**src/rtl/led_scan_driver_if.sv**
```systemverilog
// rtl/led_scan_driver_if.sv - LED data inputs and matrix/aux drive outputs of the scan driver
interface led_scan_driver_if #(
  parameter int BRIGHT_W = 5
);
  logic                en;
  logic [BRIGHT_W-1:0] bright;
  logic [3:0]          LED0;
  logic [3:0]          LED1;
  logic [3:0]          LED2;
  logic [3:0]          LED3;
  logic                LED4;
  logic                LED5;
  logic [3:0]          ROW;
  logic [3:0]          COL;
  logic [1:0]          AUX;
  logic                frame_done;

  modport master (
    output en, bright, LED0, LED1, LED2, LED3, LED4, LED5,
    input  ROW, COL, AUX, frame_done
  );

  modport slave (
    input  en, bright, LED0, LED1, LED2, LED3, LED4, LED5,
    output ROW, COL, AUX, frame_done
  );
endinterface

```
**src/rtl/led_scan_driver.sv**
```systemverilog
// rtl/led_scan_driver.sv - 4x4 row-scanned LED matrix driver with blanking, per-frame snapshot and PWM
module led_scan_driver #(
  parameter int DWELL    = 16,
  parameter int BRIGHT_W = 5
) (
  input  logic               clk,
  input  logic               rst,
  led_scan_driver_if.slave   bus
);

  typedef enum logic [1:0] {IDLE, BLANK, DRIVE} state_t;

  localparam logic [BRIGHT_W-1:0] CNT_LAST = BRIGHT_W'(DWELL - 1);

  state_t              state_q, state_d;
  logic [1:0]          row_idx_q, row_idx_d;
  logic [BRIGHT_W-1:0] cnt_q, cnt_d;
  logic [3:0][3:0]     snap_q, snap_d;
  logic [1:0]          snap_aux_q, snap_aux_d;
  logic [BRIGHT_W-1:0] bright_q, bright_d;
  logic [3:0]          row_out_q, row_out_d;
  logic [3:0]          col_q, col_d;
  logic [1:0]          aux_q, aux_d;
  logic                frame_done_q, frame_done_d;
  logic                drive;
  logic                on;

  // Outputs are computed from the next state so each registered value lines up
  // with the state it belongs to.
  always_comb begin
    state_d      = state_q;
    row_idx_d    = row_idx_q;
    cnt_d        = cnt_q;
    snap_d       = snap_q;
    snap_aux_d   = snap_aux_q;
    bright_d     = bright_q;
    row_out_d    = 4'b0000;
    col_d        = 4'b0000;
    aux_d        = 2'b00;
    frame_done_d = 1'b0;
    drive        = 1'b0;
    on           = 1'b0;

    if (!bus.en) begin
      state_d   = IDLE;
      row_idx_d = 2'd0;
      cnt_d     = '0;
    end else begin
      case (state_q)
        IDLE: begin
          state_d   = BLANK;
          row_idx_d = 2'd0;
          cnt_d     = '0;
        end
        BLANK: begin
          state_d = DRIVE;
          cnt_d   = '0;
          drive   = 1'b1;
          if (row_idx_q == 2'd0) begin
            snap_d     = {bus.LED3, bus.LED2, bus.LED1, bus.LED0};
            snap_aux_d = {bus.LED5, bus.LED4};
            bright_d   = bus.bright;
          end
        end
        DRIVE: begin
          if (cnt_q == CNT_LAST) begin
            state_d      = BLANK;
            row_idx_d    = row_idx_q + 2'd1;
            cnt_d        = '0;
            frame_done_d = (row_idx_q == 2'd3);
          end else begin
            cnt_d = cnt_q + 1'b1;
            drive = 1'b1;
          end
        end
        default: begin
          state_d   = IDLE;
          row_idx_d = 2'd0;
          cnt_d     = '0;
        end
      endcase
    end

    if (drive) begin
      on        = (cnt_d < bright_d);
      row_out_d = 4'b0001 << row_idx_d;
      col_d     = on ? snap_d[row_idx_d] : 4'b0000;
      aux_d     = on ? snap_aux_d : 2'b00;
    end
  end

  always_ff @(posedge clk or posedge rst) begin
    if (rst) begin
      state_q      <= IDLE;
      row_idx_q    <= 2'd0;
      cnt_q        <= '0;
      snap_q       <= '0;
      snap_aux_q   <= 2'b00;
      bright_q     <= '0;
      row_out_q    <= 4'b0000;
      col_q        <= 4'b0000;
      aux_q        <= 2'b00;
      frame_done_q <= 1'b0;
    end else begin
      state_q      <= state_d;
      row_idx_q    <= row_idx_d;
      cnt_q        <= cnt_d;
      snap_q       <= snap_d;
      snap_aux_q   <= snap_aux_d;
      bright_q     <= bright_d;
      row_out_q    <= row_out_d;
      col_q        <= col_d;
      aux_q        <= aux_d;
      frame_done_q <= frame_done_d;
    end
  end

  assign bus.ROW        = row_out_q;
  assign bus.COL        = col_q;
  assign bus.AUX        = aux_q;
  assign bus.frame_done = frame_done_q;

endmodule

```
**src/flat_wrapper.sv**
```systemverilog
// flat-port wrapper written by rule: the top's interface ports become plain ports
module led_scan_driver_flat 
#(
  parameter int DWELL    = 16,
  parameter int BRIGHT_W = 5
)
  (clk, rst, bus_en, bus_bright, bus_LED0, bus_LED1, bus_LED2, bus_LED3, bus_LED4, bus_LED5, bus_ROW, bus_COL, bus_AUX, bus_frame_done);
  led_scan_driver_if #(.BRIGHT_W(BRIGHT_W)) bus_i ();
  input  logic clk;
  input  logic rst;
  input wire logic [$bits(bus_i.en)-1:0] bus_en;
  input wire logic [$bits(bus_i.bright)-1:0] bus_bright;
  input wire logic [$bits(bus_i.LED0)-1:0] bus_LED0;
  input wire logic [$bits(bus_i.LED1)-1:0] bus_LED1;
  input wire logic [$bits(bus_i.LED2)-1:0] bus_LED2;
  input wire logic [$bits(bus_i.LED3)-1:0] bus_LED3;
  input wire logic [$bits(bus_i.LED4)-1:0] bus_LED4;
  input wire logic [$bits(bus_i.LED5)-1:0] bus_LED5;
  output wire logic [$bits(bus_i.ROW)-1:0] bus_ROW;
  output wire logic [$bits(bus_i.COL)-1:0] bus_COL;
  output wire logic [$bits(bus_i.AUX)-1:0] bus_AUX;
  output wire logic [$bits(bus_i.frame_done)-1:0] bus_frame_done;
  assign bus_i.en = bus_en;
  assign bus_i.bright = bus_bright;
  assign bus_i.LED0 = bus_LED0;
  assign bus_i.LED1 = bus_LED1;
  assign bus_i.LED2 = bus_LED2;
  assign bus_i.LED3 = bus_LED3;
  assign bus_i.LED4 = bus_LED4;
  assign bus_i.LED5 = bus_LED5;
  assign bus_ROW = bus_i.ROW;
  assign bus_COL = bus_i.COL;
  assign bus_AUX = bus_i.AUX;
  assign bus_frame_done = bus_i.frame_done;
  led_scan_driver #(.DWELL(DWELL), .BRIGHT_W(BRIGHT_W)) u_core (.clk(clk), .rst(rst), .bus(bus_i));
endmodule
```
**config.mk**
```make
export PLATFORM = sky130hd
export DESIGN_NAME = led_scan_driver_flat
export DESIGN_NICKNAME = d
export VERILOG_FILES = /design/src/rtl/led_scan_driver_if.sv /design/src/rtl/led_scan_driver.sv /design/src/flat_wrapper.sv
export SDC_FILE = /design/constraint.sdc
export NUM_CORES = 1
export LEC_CHECK = 0
export BUFFER_PORTS_ARGS = -buffer_cell sky130_fd_sc_hd__buf_2
export CORE_MARGIN = 2
export CORE_UTILIZATION = 52
export DETAILED_ROUTE_END_ITERATION = 6
export GPL_TIMING_DRIVEN = 0
export PLACE_DENSITY = 0.75
export SLEW_MARGIN = 30
export SYNTH_ARGS = -nofsm -noshare
export SYNTH_HDL_FRONTEND = slang
export SYNTH_SLANG_ARGS = --single-unit
```
**constraint.sdc**
```tcl
create_clock -name clk -period 4.1 [get_ports clk]
set_input_delay 0.41 -clock clk [delete_from_list [all_inputs] [get_ports clk]]
set_output_delay 0.41 -clock clk [all_outputs]
set_load 0.005 [all_outputs]
```
-- Word-level counts from Yosys, hierarchy flattened
Index checks and enable logic that the tools add are counted.
Widths: inputs -> output; s select.
- $add $sub $neg: 2
- $lt $le $gt $ge: 2
- eq/ne operators: 5
- shift-type cells: 1
- multiplexer cells: 31
- reduce and logical (&&, ||, !) cells: 2
- operators with widths (operator ; number):
    $mux 16 ; 3
    $mux 5 ; 6
    $mux 2 ; 9
    $mux 4 ; 4
    $bmux 4 s2 ; 1
    $pmux 2 s3 ; 1
    $add 5x1->5 const B ; 1
    $eq 5x4->1 const B ; 1
    $lt 5x5->1 ; 1
    $mux 1 ; 5
    $eq 2x2->1 const B ; 2
    $logic_not 2->1 ; 2
    $pmux 2 s2 ; 1
    $shl 1x2->4 const A ; 1
    $lt 2x3->1 const B ; 1
    $ne 3x2->1 const B ; 1
    $add 2x1->2 const B ; 1
    $eq 2x1->1 const B ; 1
    $pmux 1 s2 ; 1
- register bits: 43

-- Depth between registers and ports, before layout
Gate-level depths: netlist of run 1.
- depth after elaboration: 8
- mapped depth: 12
- mapped depth without buffers: 10

-- Worst setup path after synthesis of run 1
Ideal clock, no wire load.
- path type: register -> register
- start point: reg u_core.state_q[1]
- end point: reg u_core.col_q[0] (netlist: u_core.bus.COL[0])
- data arrival time: 2.170 ns
- required time: 4.022 ns
- slack: 1.853 ns
- cell stages (with the launch flop): 13
- path buffers: 2
- period minus slack after synthesis: 2.247 ns
- cell sequence: dfrtp_1 -> inv_1 -> ha_1 -> buf_4 -> nand3_4 -> buf_2 -> mux2i_1 -> ha_1 -> a21oi_1 -> nand2_1 -> nor3_1 -> a22oi_2 -> a21oi_1
- longest elaborated chain between the ends: 7
- elaborated cells between the ends (all ways): 17
- those cells by class: order compare (1); eq/ne (2); mux (14)
- ends and longest elaborated chain (item ; RTL line ; source):
    from (decl) ; led_scan_driver.sv:15 ; state_t state_q, state_d;
    from (signal assigned) ; led_scan_driver.sv:105 ; state_q <= state_d;
    parallel branches: the longest is 6 deep, another holds $lt 5x5->1 ; -- ;
    $mux 4 * ; led_scan_driver.sv:84 ; if (drive) begin
    named net u_core.col_d[0] ; led_scan_driver.sv:22 ; logic [3:0] col_q, col_d;
    to (signal assigned) ; led_scan_driver.sv:112 ; col_q <= col_d;
    to (decl) ; led_scan_driver.sv:22 ;
Mark *: on every way through the listed nets, which the timed path passes. The select of a mux whose other input is x is not followed.
A chain may end at the register's enable or synchronous reset.

-- Worst setup path in the final report of run 1
- start point: reg u_core.state_q[1]
- end point: reg u_core.col_q[1] (netlist: u_core.bus.COL[1])
The elaborated chain is that of the path after synthesis.

==> results of run 1 <==
## final timing paths
path / endpoint / slack [ns] / depth (start not counted)
worst max register to register: u_core.bus.COL[1] / 1.50 / 12
worst min-delay path: u_core.snap_q[5] / 0.06 / 2
min in group clk: u_core.snap_aux_q[0] / 0.34 / 3
worst max-delay path: u_core.bus.COL[1] / 1.50 / 12
max in group asynchronous: u_core.snap_q[12] / 3.58 / 3
worst min register to register: u_core.bright_q[0] / 0.49 / 2
## sequential cells by signal, indices dropped and copies added (netlist names)
register / count
u_core.bus.ROW: 4
u_core.state_q: 2
u_core.bus.COL: 4
u_core.row_idx_q: 2
u_core.snap_q: 16
u_core.bright_q: 5
u_core.snap_aux_q: 2
u_core.bus.AUX: 2
u_core.bus.frame_done: 1
u_core.cnt_q: 5
## metrics by stage
step           cells  cell area [µm²]
4_1_cts          258             2420
6_report         258             2420
5_1_grt          258             2420
3_5_place_dp     250             2340
3_3_place_gp     249             2320
2_1_floorplan    166             2080
## cell families after synthesis
family | Yosys count | share of synthesized area
mux | 26 | 0.144
flops | 43 | 0.517
fa+ha+maj | 9 | 0.0541
buf+inv | 19 | 0.0457
xor+xnor | 3 | 0.0126
compound gates | 31 | 0.119
simple gates | 35 | 0.108
## placed cells by master, fill, tap and decap left out, drive strengths merged, types with 2 or more instances in the layout
cell / n
buf: 42
a21o: 8
and4b: 2
xnor2: 2
inv: 12
nand2: 8
mux2i: 7
nor2: 8
a22oi: 3
o221ai: 4
o2111ai: 5
nand2b: 2
clkbuf: 7
ha: 9
mux2: 19
nor3: 3
dfrtp: 43
a21oi: 6
nand3: 6
## power by group
group	switching, mW	internal, mW
Sequential	0.0262	0.522
Combinational	0.133	0.125
Clock	0.140	0.119
## area by class of cell
class / instances / area, µm² / share of cell area
sequential: 43 / 1080 / 0.444
tap: 48 / 60.1 / 0.0248
multi-input combinational: 104 / 911 / 0.376
timing repair buffer: 36 / 195 / 0.0806
clock buffer: 6 / 72.6 / 0.0300
buffer: 7 / 50.0 / 0.0207
inverter: 12 / 45.0 / 0.0186
clock inverter: 2 / 12.5 / 0.00517
## metal layers
metal	vias up	wire, µm
li1	676	-
met1	673	1680
met2	36	1780
met3	6	243
met4	0	62
met5	-	0
==> run_results.csv, run 1 <==
group,metric,value,unit
synth,yosysMostFrequentCell,"dfrtp_1",
drt,postRouteAntennaNets,0,
timing,finalClockSkew,0.00602,ns
global_routing,gr-usage-met3,0.0617,
pwr,ir_worst_vdd,0.278,mV
worst_setup_path,cp_top_family,"compound AO/OA/AOI/OAI gates",
synth,synth_edf_count,0,
clocking,clock-sinks,43,
drt,viasPerCell,5.39,
worst_setup_path,crit_path_max_fanout,10,
global_routing,grt_first_pass_wirelength,6240,µm
drt,drt_wl_total,3760,µm
synth,synth_area_leaders,"dfrtp_1, mux2_2, ha_1",
timing,max_freq,0.385,GHz
clocking,clock_path_buffers,2,
clocking,cts_root_buffer,"clkbuf_8",
global_routing,top_usage_layer,"met2",
synth,postSynthCellCount,166,
run_status,run_status,"finished clean",
placed_design,preCtsSetupSlack,1.49,ns
timing,setup_tns,0,ns
worst_setup_path,crit_type,"flip-flop to flip-flop",
final_layout,num-fill-cells,333,
synth,yosys.area.top_type_share,0.517,
clocking,clk_latency,0.30,ns
drt,num_vias,1391,
worst_setup_path,crit_chain,"inv_1 > ha_1 > buf_4 > nand3_4 > buf_2 > mux2i_1 > ha_1 > a21oi_1 > nand2_1 > nor3_1 > a22oi_2 > a21oi_1",
global_routing,grt_use_met2,0.317,
min_path,hp-class,"input port to asynchronous set/reset pin",
global_routing,track_usage,0.190,
synth,ys_top_cells_by_count,"dfrtp_1, mux2_2, inv_1",
drt,wire_per_inst,14.6,µm
final_layout,utilization,0.647,
floorplanning,die_area,0.00453,mm²
drt,firstDrtPassIters,4,
timing,slew_headroom,0.695,
clocking,post_cts_buffers,0,
timing,setup_viol,0,
floorplanning,die_y,67.3,µm
synth,ys_seq_elements,43,
final_layout,diodes,0,
drt,drc,0,
pwr,p_leak,1.20,nW
pwr,power,1.07,mW
floorplanning,row_count,22,
timing,post-route-worst-setup-slack,1.50,ns
timing,worst_pin_slew,0.457,ns
global_routing,met1_usage,0.230,
clocking,clk_pin_slew,0.08,ns
synth,yosys_warnings,0,
pwr,power_density,440,mW/mm²
worst_setup_path,required,4.32,ns
synth,netlist_area,0.00208,mm²
global_routing,grt_max_degree,30,
drt,dr.first_iter.drc_count,48,
flow_run,cap_violations,0,
clocking,cts.repair.resized,0,
timing,rsz0062_at_grt,"false",
worst_setup_path,arrival,2.82,ns
global_routing,antenna_found_initial,0,
timing,min_period,2.60,ns
final_layout,drive_gt1_frac,0.381,
global_routing,grt_pass1_vias,1409,
floorplanning,initial_core_util,0.556,
global_routing,grt_overflow,0,
clocking,cts_buffers,5,
synth,synth_top_area_cell,"dfrtp_1",
synth,synth_cell_types,42,
worst_setup_path,start_kind,"flip-flop",
synth,synth-async-reset-ratio,1.00,
timing,fin_crit_sh,0.634,
final_layout,synthToLayoutAreaGrowth,16.3,%
synth,seq_area_frac_synth,0.517,
floorplanning,ios,37,
worst_setup_path,critical-path-max-stage-delay,0.38,ns
clocking,htreeDepth,2,
clocking,cts_tree,"yes",
placed_design,place.gp.congestion,0.783,
worst_setup_path,crit_buf_inv,3,
synth,synth_flop_cell,"dfrtp_1",
floorplanning,die_w,67.3,µm
final_layout,finalNetCount,244,
worst_setup_path,crit_path_top_delay_cell,"dfrtp_1",
timing,holdWs,0.0582,ns
worst_setup_path,cp-startpoint,"u_core.state_q[1]",
timing,hold_viol,0,
synth,synthesis.nets,201,
worst_setup_path,r2r-start,"u_core.state_q[1]",
timing,slew_violations,0,
synth,avgSynthCellArea,12.5,µm²
placed_design,hpwl,2870,µm
clocking,hold_buffers,0,
floorplanning,core_region_area,0.00374,mm²
worst_setup_path,end_kind,"flip-flop",
placed_design,io_buffer_count,35,
(Power assumes the default switching activity.)
==> inputs of run 2 (changes only) <==
--- a/config.mk
+++ b/config.mk
@@ -5,12 +5,13 @@
 export SDC_FILE = /design/constraint.sdc
 export NUM_CORES = 1
 export LEC_CHECK = 0
+export ABC_AREA = 1
 export BUFFER_PORTS_ARGS = -buffer_cell sky130_fd_sc_hd__buf_2
 export CORE_MARGIN = 2
-export CORE_UTILIZATION = 52
+export CORE_UTILIZATION = 49
 export DETAILED_ROUTE_END_ITERATION = 6
 export GPL_TIMING_DRIVEN = 0
-export PLACE_DENSITY = 0.75
+export PLACE_DENSITY = 0.74
 export SLEW_MARGIN = 30
 export SYNTH_ARGS = -nofsm -noshare
 export SYNTH_HDL_FRONTEND = slang
==> constraint.sdc (replaced) <==
create_clock -name clk -period 2.11 [get_ports clk]
set_input_delay 0.211 -clock clk [delete_from_list [all_inputs] [get_ports clk]]
set_output_delay 0.211 -clock clk [all_outputs]
set_load 0.005 [all_outputs]
==> run_results.csv, run 2 <==
group,metric,value,unit
run_status,run_status,"complete, but fails checks",
run_status,failed_checks,"setup timing",
synth,postSynthCellCount,224,
synth,synth_cell_types,26,
synth,synth_edf_count,0,
drt,drc,0,
drt,postRouteAntennaNets,0,
synth,yosys.area_share.simple,0.287,
drt,drt_wl_total,4600,µm
global_routing,antenna_found_initial,0,
pwr,p_comb_frac,0.346,
worst_setup_path,crit_path_max_fanout,6,
timing,worst_pin_slew,0.361,ns
flow_run,cap_violations,0,
clocking,htreeDepth,2,
final_layout,synthToLayoutAreaGrowth,37.9,%
synth,synthXorXnorAreaFrac,0.00438,
clocking,clk_latency,0.30,ns
clocking,clock_path_buffers,2,
synth,yosysMostFrequentCell,"nand2_1",
synth,synthesis.nets,259,
pwr,power,2.45,mW
placed_design,hpwl,2950,µm
timing,post-route-worst-setup-slack,-0.108,ns
final_layout,diodes,0,
clocking,cts_root_buffer,"clkbuf_8",
floorplanning,die_area,0.00461,mm²
final_layout,regMostFlops,"u_core.snap_q",
final_layout,reg.largest.list,"u_core.snap_q (16), u_core.bright_q (5), u_core.cnt_q (5)",
final_layout,drive_gt1_frac,0.420,
worst_setup_path,arrival,2.45,ns
drt,dr.first_iter.drc_count,94,
synth,yosys.area_share.adder,0.0563,
floorplanning,die_w,67.9,µm
drt,viasPerCell,4.91,
synth,synth_top_area_cell,"dfrtp_1",
worst_setup_path,required,2.34,ns
clocking,clk_pin_slew,0.09,ns
synth,ys_top_cells_by_count,"nand2_1, dfrtp_1, inv_1",
floorplanning,die_y,67.9,µm
floorplanning,ios,37,
clocking,cts_tree,"yes",
pwr,p_int,1.65,mW
worst_setup_path,start_kind,"flip-flop",
final_layout,final_cell_mix,"nand2_1, dfrtp_1, buf_2",
timing,finalClockSkew,0.00783,ns
synth,netlist_area,0.00200,mm²
worst_setup_path,crit_chain,"ha_4 > nand3_4 > inv_6 > or2_2 > o21ai_2 > ha_1 > nand2_1 > nor2_2 > a211oi_2 > nand3_4 > a21oi_2",
synth,synth_compound_area_frac,0.0538,
final_layout,seq_area,0.00108,mm²
final_layout,multi_input_comb_area,986,µm²
global_routing,grt_first_pass_wirelength,7470,µm
pwr,ir_worst_vdd,0.661,mV
final_layout,finalNonFillerCells,345,
synth,synth_flop_cell,"dfrtp_1",
worst_setup_path,end_kind,"flip-flop",
timing,holdWs,0.127,ns
timing,hold_viol,0,
timing,fin_crit_sh,1.05,
drt,wire_per_inst,13.3,µm
timing,setup_viol,6,
final_layout,layout_commonest_cell,"nand2_1",
final_layout,finalNetCount,329,
floorplanning,row_count,23,
synth,ys_seq_elements,43,
timing,rsz0062_at_grt,"true",
final_layout,largest_register_ffs,16,
floorplanning,initial_core_util,0.504,
synth,yosys.area.top_type_share,0.538,
final_layout,num-fill-cells,327,
timing,slew_headroom,0.759,
pwr,seqPwrFrac,0.440,
timing,min_period,2.22,ns
global_routing,grt_pass1_vias,1675,
drt,num_vias,1695,
global_routing,grt_overflow,0,
min_path,hp-class,"input port to flip-flop",
worst_setup_path,critical-path-max-stage-delay,0.42,ns
pwr,switching_share,0.325,
pwr,power_density,887,mW/mm²
placed_design,io_buffer_count,36,
timing,slew_violations,0,
synth,synth-async-reset-ratio,1.00,
pwr,netSwitchingPower,0.795,mW
pwr,p_leak,1.43,nW
placed_design,preCtsSetupSlack,-0.542,ns
worst_setup_path,crit_type,"flip-flop to flip-flop",
worst_setup_path,crit_buf_inv,1,
floorplanning,core_region_area,0.00397,mm²
pwr,clockPowerShare,0.214,
global_routing,track_usage,0.223,
placed_design,place.gp.congestion,0.802,
synth,avgSynthCellArea,8.93,µm²
placed_design,dp_cells,311,
worst_setup_path,cp_top_family,"simple AND/OR/NAND/NOR gates",
worst_setup_path,crit_top_cell,"nand3_4",
synth,seq_area_frac_synth,0.538,
worst_setup_path,crit_path_top_delay_cell,"dfrtp_1",
synth,synth_top_family_by_area,"simple AND/OR/NAND/NOR gates",
synth,synth_mux_area_frac,0,
timing,max_freq,0.451,GHz
clocking,cts_buffers,5,
synth,yosys_warnings,0,
clocking,clock-sinks,43,
drt,firstDrtPassIters,4,
global_routing,grt_max_degree,29,
synth,synth_area_leaders,"dfrtp_1, nand2_1, ha_1",
==> run 2: tightest hold or removal path, cell delays in order <==
cell and delay (ns):
buf_2 0.07, nand2_1 0.04, nand2_1 0.07
==> run 2: final cells by class <==
cell class	instances	share of cell area
well taps	50	0.0227
repair buffers	64	0.147
plain buffers	4	0.0190
clock buffers	5	0.0249
flip-flops and latches	43	0.390
inverters	22	0.0317
multi-input cells	154	0.357
clock inverters	3	0.00726
==> run 2: power by group through the flow <==
stage               Combinational (mW)  Clock [mW]  Sequential [mW]
floorplan                        0.434           0             1.08
global placement                 0.547           0             1.08
detailed placement               0.570           0             1.09
CTS                              0.784       0.531             1.08
global route                     0.944       0.565             1.10
finish                           0.846       0.524             1.08
==> run 2: cells by family (layout without fill, tap and decap cells) <==
| family | count (synthesis) | in the layout |
|---|---|---|
| AO/OA/AOI/OAI | 16 | 16 |
| XOR/XNOR | 1 | 1 |
| adder cells (fa/ha/maj) | 9 | 9 |
| buffers and inverters | 27 | 98 |
| flip-flops | 43 | 43 |
| AND/OR/NAND/NOR | 128 | 128 |
==> run 2: what timing repair did <==
action	CTS	global route
setup buffers	21	5
gates resized for setup	34	6
pin swaps	9	2
hold buffers	1	0
setup endpoints to repair	6	6
endpoints found under the hold margin	15	0
==> run 2: metal layers <==
| metal | GRT usage | wire length (µm) |
|---|---|---|
| met4 | 0.0950 | 62 |
| met3 | 0.0510 | 186 |
| met5 | 0 | 0 |
| met1 | 0.285 | 2090 |
| met2 | 0.365 | 2270 |
==> run 2: per-stage QoR <==
stage / TNS [ns] / cell area [µm²] / util
finish: -0.587 / 2760 / 0.695
global route: -1.14 / 2760 / 0.695
CTS: -0.118 / 2700 / 0.679
detailed placement: -3.11 / 2300 / 0.580
global placement: -2.94 / 2280 / 0.575
floorplan: -0.542 / 2040 / -
==> run 2: final timing paths <==
path	start	endpoint	slack [ns]	cells after the start
setup / recovery	u_core.state_q[0]	u_core.bus.COL[3]	-0.11	11
hold / removal	bus_LED1[0]	u_core.snap_q[4]	0.13	3
setup reg to reg	u_core.state_q[0]	u_core.bus.COL[3]	-0.11	11
hold reg to reg	u_core.snap_q[0]	u_core.snap_q[0]	0.48	2
max in group asynchronous	rst	u_core.snap_q[3]	1.22	4
min in group asynchronous	rst	u_core.bright_q[1]	0.42	3
